`src/rtl/spec_wakeup_matrix.sv`:
```
// Scheduler wakeup matrix: per-row dependency vectors cleared by producer
// completion, with speculative latency timers and cancel re-arm from saved deps.
module spec_wakeup_matrix #(
  parameter int unsigned NUM_ROWS  = 8,
  parameter int unsigned NUM_ISSUE = 2,
  parameter int unsigned MAX_LAT   = 8,
  parameter int unsigned IDXW      = $clog2(NUM_ROWS),
  parameter int unsigned LATW      = $clog2(MAX_LAT + 1)
) (
  input  logic                      clk,
  input  logic                      rst,
  input  logic                      alloc_en,
  input  logic [IDXW-1:0]           alloc_row,
  input  logic [NUM_ROWS-1:0]       alloc_deps,
  input  logic [NUM_ISSUE-1:0]      issue_valid,
  input  logic [NUM_ISSUE*IDXW-1:0] issue_row,
  input  logic [NUM_ISSUE*LATW-1:0] issue_lat,
  input  logic                      cancel_en,
  input  logic [IDXW-1:0]           cancel_row,
  input  logic                      free_en,
  input  logic [IDXW-1:0]           free_row,
  input  logic                      flush,
  output logic [NUM_ROWS-1:0]       request_vector,
  output logic [NUM_ROWS-1:0]       pending_vector
);

  localparam logic [LATW-1:0] LAT_ONE = LATW'(1);
  localparam logic [LATW-1:0] LAT_MAX = LATW'(MAX_LAT);

  logic [NUM_ROWS-1:0] valid_q, valid_d;
  logic [NUM_ROWS-1:0] issued_q, issued_d;
  logic [NUM_ROWS-1:0] dep_q   [NUM_ROWS];
  logic [NUM_ROWS-1:0] dep_d   [NUM_ROWS];
  logic [NUM_ROWS-1:0] orig_q  [NUM_ROWS];
  logic [NUM_ROWS-1:0] orig_d  [NUM_ROWS];
  logic [LATW-1:0]     timer_q [NUM_ROWS];
  logic [LATW-1:0]     timer_d [NUM_ROWS];

  logic [NUM_ROWS-1:0] iss_hit;
  logic [LATW-1:0]     iss_lat [NUM_ROWS];
  logic [NUM_ROWS-1:0] cancel_hit, alloc_mask, free_mask;
  logic [NUM_ROWS-1:0] row_done, lat_one, timer_zero;
  logic [NUM_ROWS-1:0] clr_col, woken;

  always_comb begin : outputs
    request_vector = '0;
    pending_vector = '0;
    for (int unsigned r = 0; r < NUM_ROWS; r++) begin
      request_vector[r] = valid_q[r] & ~issued_q[r] & ~(|dep_q[r]);
      pending_vector[r] = |timer_q[r];
    end
  end

  always_comb begin : issue_decode
    logic [IDXW-1:0] p;
    logic [LATW-1:0] lat;
    p       = '0;
    lat     = '0;
    iss_hit = '0;
    for (int unsigned r = 0; r < NUM_ROWS; r++) iss_lat[r] = '0;
    for (int unsigned k = 0; k < NUM_ISSUE; k++) begin
      p   = issue_row[k*IDXW +: IDXW];
      lat = issue_lat[k*LATW +: LATW];
      if (lat == '0)          lat = LAT_ONE;
      else if (lat > LAT_MAX) lat = LAT_MAX;
      if (issue_valid[k] && request_vector[p]) begin
        iss_hit[p] = 1'b1;
        iss_lat[p] = lat;
      end
    end
  end

  always_comb begin : column_events
    cancel_hit = '0;
    alloc_mask = '0;
    free_mask  = '0;
    row_done   = '0;
    lat_one    = '0;
    timer_zero = '0;
    if (cancel_en && issued_q[cancel_row]) cancel_hit[cancel_row] = 1'b1;
    if (alloc_en) alloc_mask[alloc_row] = 1'b1;
    if (free_en)  free_mask[free_row]   = 1'b1;
    for (int unsigned c = 0; c < NUM_ROWS; c++) begin
      row_done[c]   = (timer_q[c] == LAT_ONE);
      lat_one[c]    = iss_hit[c] && (iss_lat[c] == LAT_ONE);
      timer_zero[c] = (timer_q[c] == '0);
    end
    // A cancelled producer neither clears its column nor counts as woken.
    clr_col = (row_done | lat_one) & ~cancel_hit;
    woken   = ((issued_q & timer_zero) | clr_col) & ~cancel_hit;
  end

  always_comb begin : next_state
    valid_d  = valid_q;
    issued_d = issued_q;
    for (int unsigned r = 0; r < NUM_ROWS; r++) begin
      dep_d[r]   = dep_q[r];
      orig_d[r]  = orig_q[r];
      timer_d[r] = timer_q[r];
    end
    for (int unsigned r = 0; r < NUM_ROWS; r++) begin
      if (flush) begin
        valid_d[r]  = 1'b0;
        issued_d[r] = 1'b0;
        timer_d[r]  = '0;
        dep_d[r]    = '0;
        orig_d[r]   = '0;
      end else if (alloc_mask[r]) begin
        valid_d[r]  = 1'b1;
        issued_d[r] = 1'b0;
        timer_d[r]  = '0;
        dep_d[r]    = alloc_deps & ~woken & ~alloc_mask;
        orig_d[r]   = alloc_deps & ~woken & ~alloc_mask;
      end else if (free_mask[r]) begin
        valid_d[r]  = 1'b0;
        issued_d[r] = 1'b0;
        timer_d[r]  = '0;
        dep_d[r]    = '0;
        orig_d[r]   = '0;
      end else begin
        if (cancel_hit[r]) begin
          issued_d[r] = 1'b0;
          timer_d[r]  = '0;
        end else if (iss_hit[r]) begin
          issued_d[r] = 1'b1;
          timer_d[r]  = iss_lat[r] - LAT_ONE;
        end else if (timer_q[r] != '0) begin
          timer_d[r]  = timer_q[r] - LAT_ONE;
        end
        dep_d[r] = dep_q[r] & ~clr_col;
        if (valid_q[r] && !issued_q[r])
          dep_d[r] = (dep_d[r] & ~cancel_hit) | (orig_q[r] & cancel_hit);
        dep_d[r]  = dep_d[r] & ~free_mask;
        orig_d[r] = orig_q[r] & ~free_mask;
      end
    end
  end

  always_ff @(posedge clk or negedge rst) begin
    if (!rst) begin
      valid_q  <= '0;
      issued_q <= '0;
      for (int unsigned r = 0; r < NUM_ROWS; r++) begin
        dep_q[r]   <= '0;
        orig_q[r]  <= '0;
        timer_q[r] <= '0;
      end
    end else begin
      valid_q  <= valid_d;
      issued_q <= issued_d;
      for (int unsigned r = 0; r < NUM_ROWS; r++) begin
        dep_q[r]   <= dep_d[r];
        orig_q[r]  <= orig_d[r];
        timer_q[r] <= timer_d[r];
      end
    end
  end

  always_ff @(posedge clk) begin : illegal_input_checks
    if (rst) begin
      for (int unsigned k = 0; k < NUM_ISSUE; k++)
        for (int unsigned j = k + 1; j < NUM_ISSUE; j++)
          assert (!(issue_valid[k] && issue_valid[j] &&
                    issue_row[k*IDXW +: IDXW] == issue_row[j*IDXW +: IDXW]));
      assert (!(alloc_en && valid_q[alloc_row] && !(free_en && free_row == alloc_row)));
    end
  end

endmodule
```
`config.mk`:
```
export PLATFORM = sky130hd
export DESIGN_NAME = spec_wakeup_matrix
export DESIGN_NICKNAME = d
export VERILOG_FILES = /design/src/rtl/spec_wakeup_matrix.sv
export SDC_FILE = /design/constraint.sdc
export NUM_CORES = 1
export LEC_CHECK = 0
export CORE_MARGIN = 3
export CORE_UTILIZATION = 55
export DETAILED_ROUTE_END_ITERATION = 10
export GPL_ROUTABILITY_DRIVEN = 1
export PLACE_DENSITY_LB_ADDON = 0.25
export RECOVER_POWER = 100
export SLEW_MARGIN = 20
export SYNTH_ARGS = -nofsm -noshare
export SYNTH_HDL_FRONTEND = slang
export SYNTH_SLANG_ARGS = --single-unit
```
`constraint.sdc`:
```
create_clock -name clk -period 3.51 [get_ports clk]
set_input_delay 0.702 -clock clk [delete_from_list [all_inputs] [get_ports clk]]
set_output_delay 0.702 -clock clk [all_outputs]
set_load 0.02 [all_outputs]
```
==> reports/qor.txt <==
Outcome -> finished, violations left
Violated checks -> capacitance limit, slew limit
Inserted Diodes -> 0
Hpwl dp -> 31,000 um
PortBufs -> 54
Initial Utilization -> 0.572
Hold Crit Depth -> 2
Fin crit period -> 3440 ps
ANT nets after route -> 0
Setup crit end kind -> flop
Max-Cap Viols -> 1
DIE AREA -> 21,600 sq um
DR pass1 iterations -> 7
Top_reg_cell synth -> dfrtp_1
Worst Reg-to-Reg Cells -> 14
Logic pwr share -> 0.393
Top-level I/O count -> 55
Core Region -> 19,100 sq um
Final Util -> 0.723
Clock Power Share -> 0.275
Drt total wl -> 42,000 um
Post-synth EDFFs -> 0
Fin nets -> 1,569
DR WL/cell -> 23.7 um
Sequential share of the synthesized area -> 0.385
Crit Path Max Fanout -> 13
GPL Wtd Cong -> 1.01
Worst-Margin Slew -> 1860 ps
Post-Syn Area -> 10,900 sq um
Mean Syn Cell Area -> 8.35 sq um
Worst Path Class, Setup -> in2reg
Net switching power -> 2.70 mW
Clock buffer depth -> 2
Pin count of the biggest net entering global routing -> 70
Library cells used by synthesis -> 95
Placed Instance Area -> 12,900 sq um
CTS Buf Count -> 17
TritonCTS clock tree -> yes
Max frequency -> 0.291 GHz
Row count -> 50
WP data arrival -> 3790 ps
Critical Path Source Type -> input pin
Slew Limit Headroom -> -0.242
Hold WC Path Type -> reg2reg
Fin crit share -> 0.980
Clk_skew -> 16.3 ps
Setup violators final -> 0
YS warnings -> 0
Remaining global-route overflow -> 0
Data required time of the worst path -> 3870 ps
Syn_nets -> 1,377
Pint -> 4.18 mW
Met3 GRT Util -> 0.0916
Vias in the first global route -> 11,100
Worst-Skew Late Latency -> 450 ps
Total Routing Usage GR -> 0.384
CTS sink count -> 168
Power per cell area -> 499 nW/um^2
Die W -> 147 um
Dominant cell type by area after synthesis -> dfrtp_1
LEAKAGE -> 6.19 nW
Synth-to-layout area growth -> 26.5%
# hold bufs at CTS -> 0
Die Span Y -> 147 um
Async S/R FF share, synth -> 1.00
Fill cell count -> 1,448
Layout cells sized above 1 -> 0.214
Switch share -> 0.393
Fin area -> 13,800 sq um
Vias per cell -> 6.65
Design Power -> 6.88 mW
Gr busiest metal -> met2
GR Util met1 -> 0.524
First-pass GRT wire length -> 64,200 um
Multi-input logic area -> 6430 sq um
Hold WS -> 492 ps
Grt met2 use -> 0.571
Reg area -> 4200 sq um
Iter 0 DRT Violations -> 1,688
Clock Pin Slew Worst Setup and Hold Paths -> 70 ps
Top-area cell type share of the netlist area -> 0.385
FF+latch count, synth -> 168
Post-Syn Instances -> 1,306
Max VDD drop -> 0.000356 V
Fin. max-slew vios -> 69
Sequential share of power -> 0.333
Top cells by area, synth -> dfrtp_1 (39%), a21oi_1 (7.4%), nor2_1 (6.3%), nand2_1 (4.0%), ha_1 (3.7%)
Number of remaining DRC errors -> 0
H-tree Lvls -> 4
Clock Tree Root -> clkbuf_16
Final Hold Viols -> 0
Initial antenna violation count -> 0
Via total after detailed routing -> 11,800
[kinds of logic after synthesis]
group / after synthesis / share of synthesized area
xor gates and xnor gates: 10 / 0.00803
adders and majority gates: 32 / 0.0367
DFF: 168 / 0.385
AOI/OAI and AO/OA: 371 / 0.220
and+or+nand+nor: 573 / 0.265
muxes: 35 / 0.0353
buffers and inverters: 117 / 0.0491
[registers in the layout (all words and copies together) (netlist names)]
name,count
timer_q,32
orig_q,56
issued_q,8
dep_q,64
valid_q,8
[per-layer routing]
metal | up-vias | part of all wire
met5 | - | 0
met4 | 0 | 0.062
met3 | 183 | 0.12
met2 | 843 | 0.43
met1 | 5606 | 0.38
li1 | 5146 | -
[critical path: stages]
cell and delay [ps]:
clkdlybuf4s50_1 550, nand2_1 100, or2_2 300, o221a_4 280
and3_1 210, and3_4 200, a21oi_2 150, inv_1 60
ha_1 220, nand4_1 110, mux2i_1 130, or3_4 420
buf_12 180, o22ai_2 170
[worst paths after layout]
| check | startpoint | to | slack, ps |
|---|---|---|---|
| worst min-delay path | valid_q[6] | valid_q[6] | 490 |
| worst max register to register | dep_q[63] | dep_q[55] | 80 |
| max in group asynchronous | rst | dep_q[55] | 920 |
| worst max-delay path | issue_row[1] | dep_q[43] | 70 |
| worst min register to register | valid_q[6] | valid_q[6] | 490 |
| min in group asynchronous | rst | timer_q[25] | 740 |
[power groups by stage]
stage / clock [mW] / sequential (mW) / combinational, mW
after CTS: 1.88 / 2.28 / 2.58
after detailed placement: 0 / 2.32 / 2.55
after global placement: 0 / 2.31 / 2.51
final: 1.89 / 2.29 / 2.70
after global routing: 1.97 / 2.31 / 2.89
after floorplan: 0 / 2.27 / 1.53
[per-stage QoR]
step	std cells	setup slack [ps]	TNS, ps
after floorplan	1306	1.92	0
after global placement	1733	-504	-35830
after detailed placement	1733	-563	-38570
after CTS	1766	1.71	0
after global routing	1771	-103	-537
final	1771	71.6	0
[repair_timing]
| action | CTS | global route |
|---|---|---|
| setup endpoints to repair | 31 | 83 |
| pin swaps | 4 | 19 |
| gates resized for setup | 8 | 49 |
| buffers inserted | 1 | 5 |
[synthesized netlist by cell type (all sizes together) (18+ instances only)]
cell type  count
buf           18
mux2i         20
nor3          44
clkbuf        47
inv           52
nand4         21
a21oi        164
nand2b        21
a31oi         25
nand3         49
nand2        117
nor2b         25
o21ai         44
dfrtp        168
nor2         184
ha            32
o22ai         18
and3          27
nor4          22
a211oi        21
[cell type report]
cell class / instances / area share
clock buffer: 18 / 0.0318
clock inverter: 14 / 0.0112
inverter: 52 / 0.0141
multi-input combinational: 1021 / 0.466
sequential: 168 / 0.305
tap: 260 / 0.0236
timing repair buffer: 238 / 0.149
[cell usage in the layout, fill, tap and decap left out, types with 12 or more instances in the layout]
master / count
nor2_1: 181
nand3_1: 47
nor2b_1: 24
o221ai_1: 16
a211oi_1: 18
o21ai_0: 40
o22ai_1: 16
buf_4: 167
a31oi_1: 24
a21oi_1: 158
clkbuf_16: 17
ha_1: 29
dfrtp_1: 168
nor3_1: 35
mux2_2: 14
mux2i_1: 19
inv_1: 52
nand4_1: 18
nor4_1: 14
or3_1: 12
clkdlybuf4s50_1: 44
nand2b_1: 20
and3_1: 21
nand2_1: 114
No activity file was read; power rests on OpenSTA's default activity.
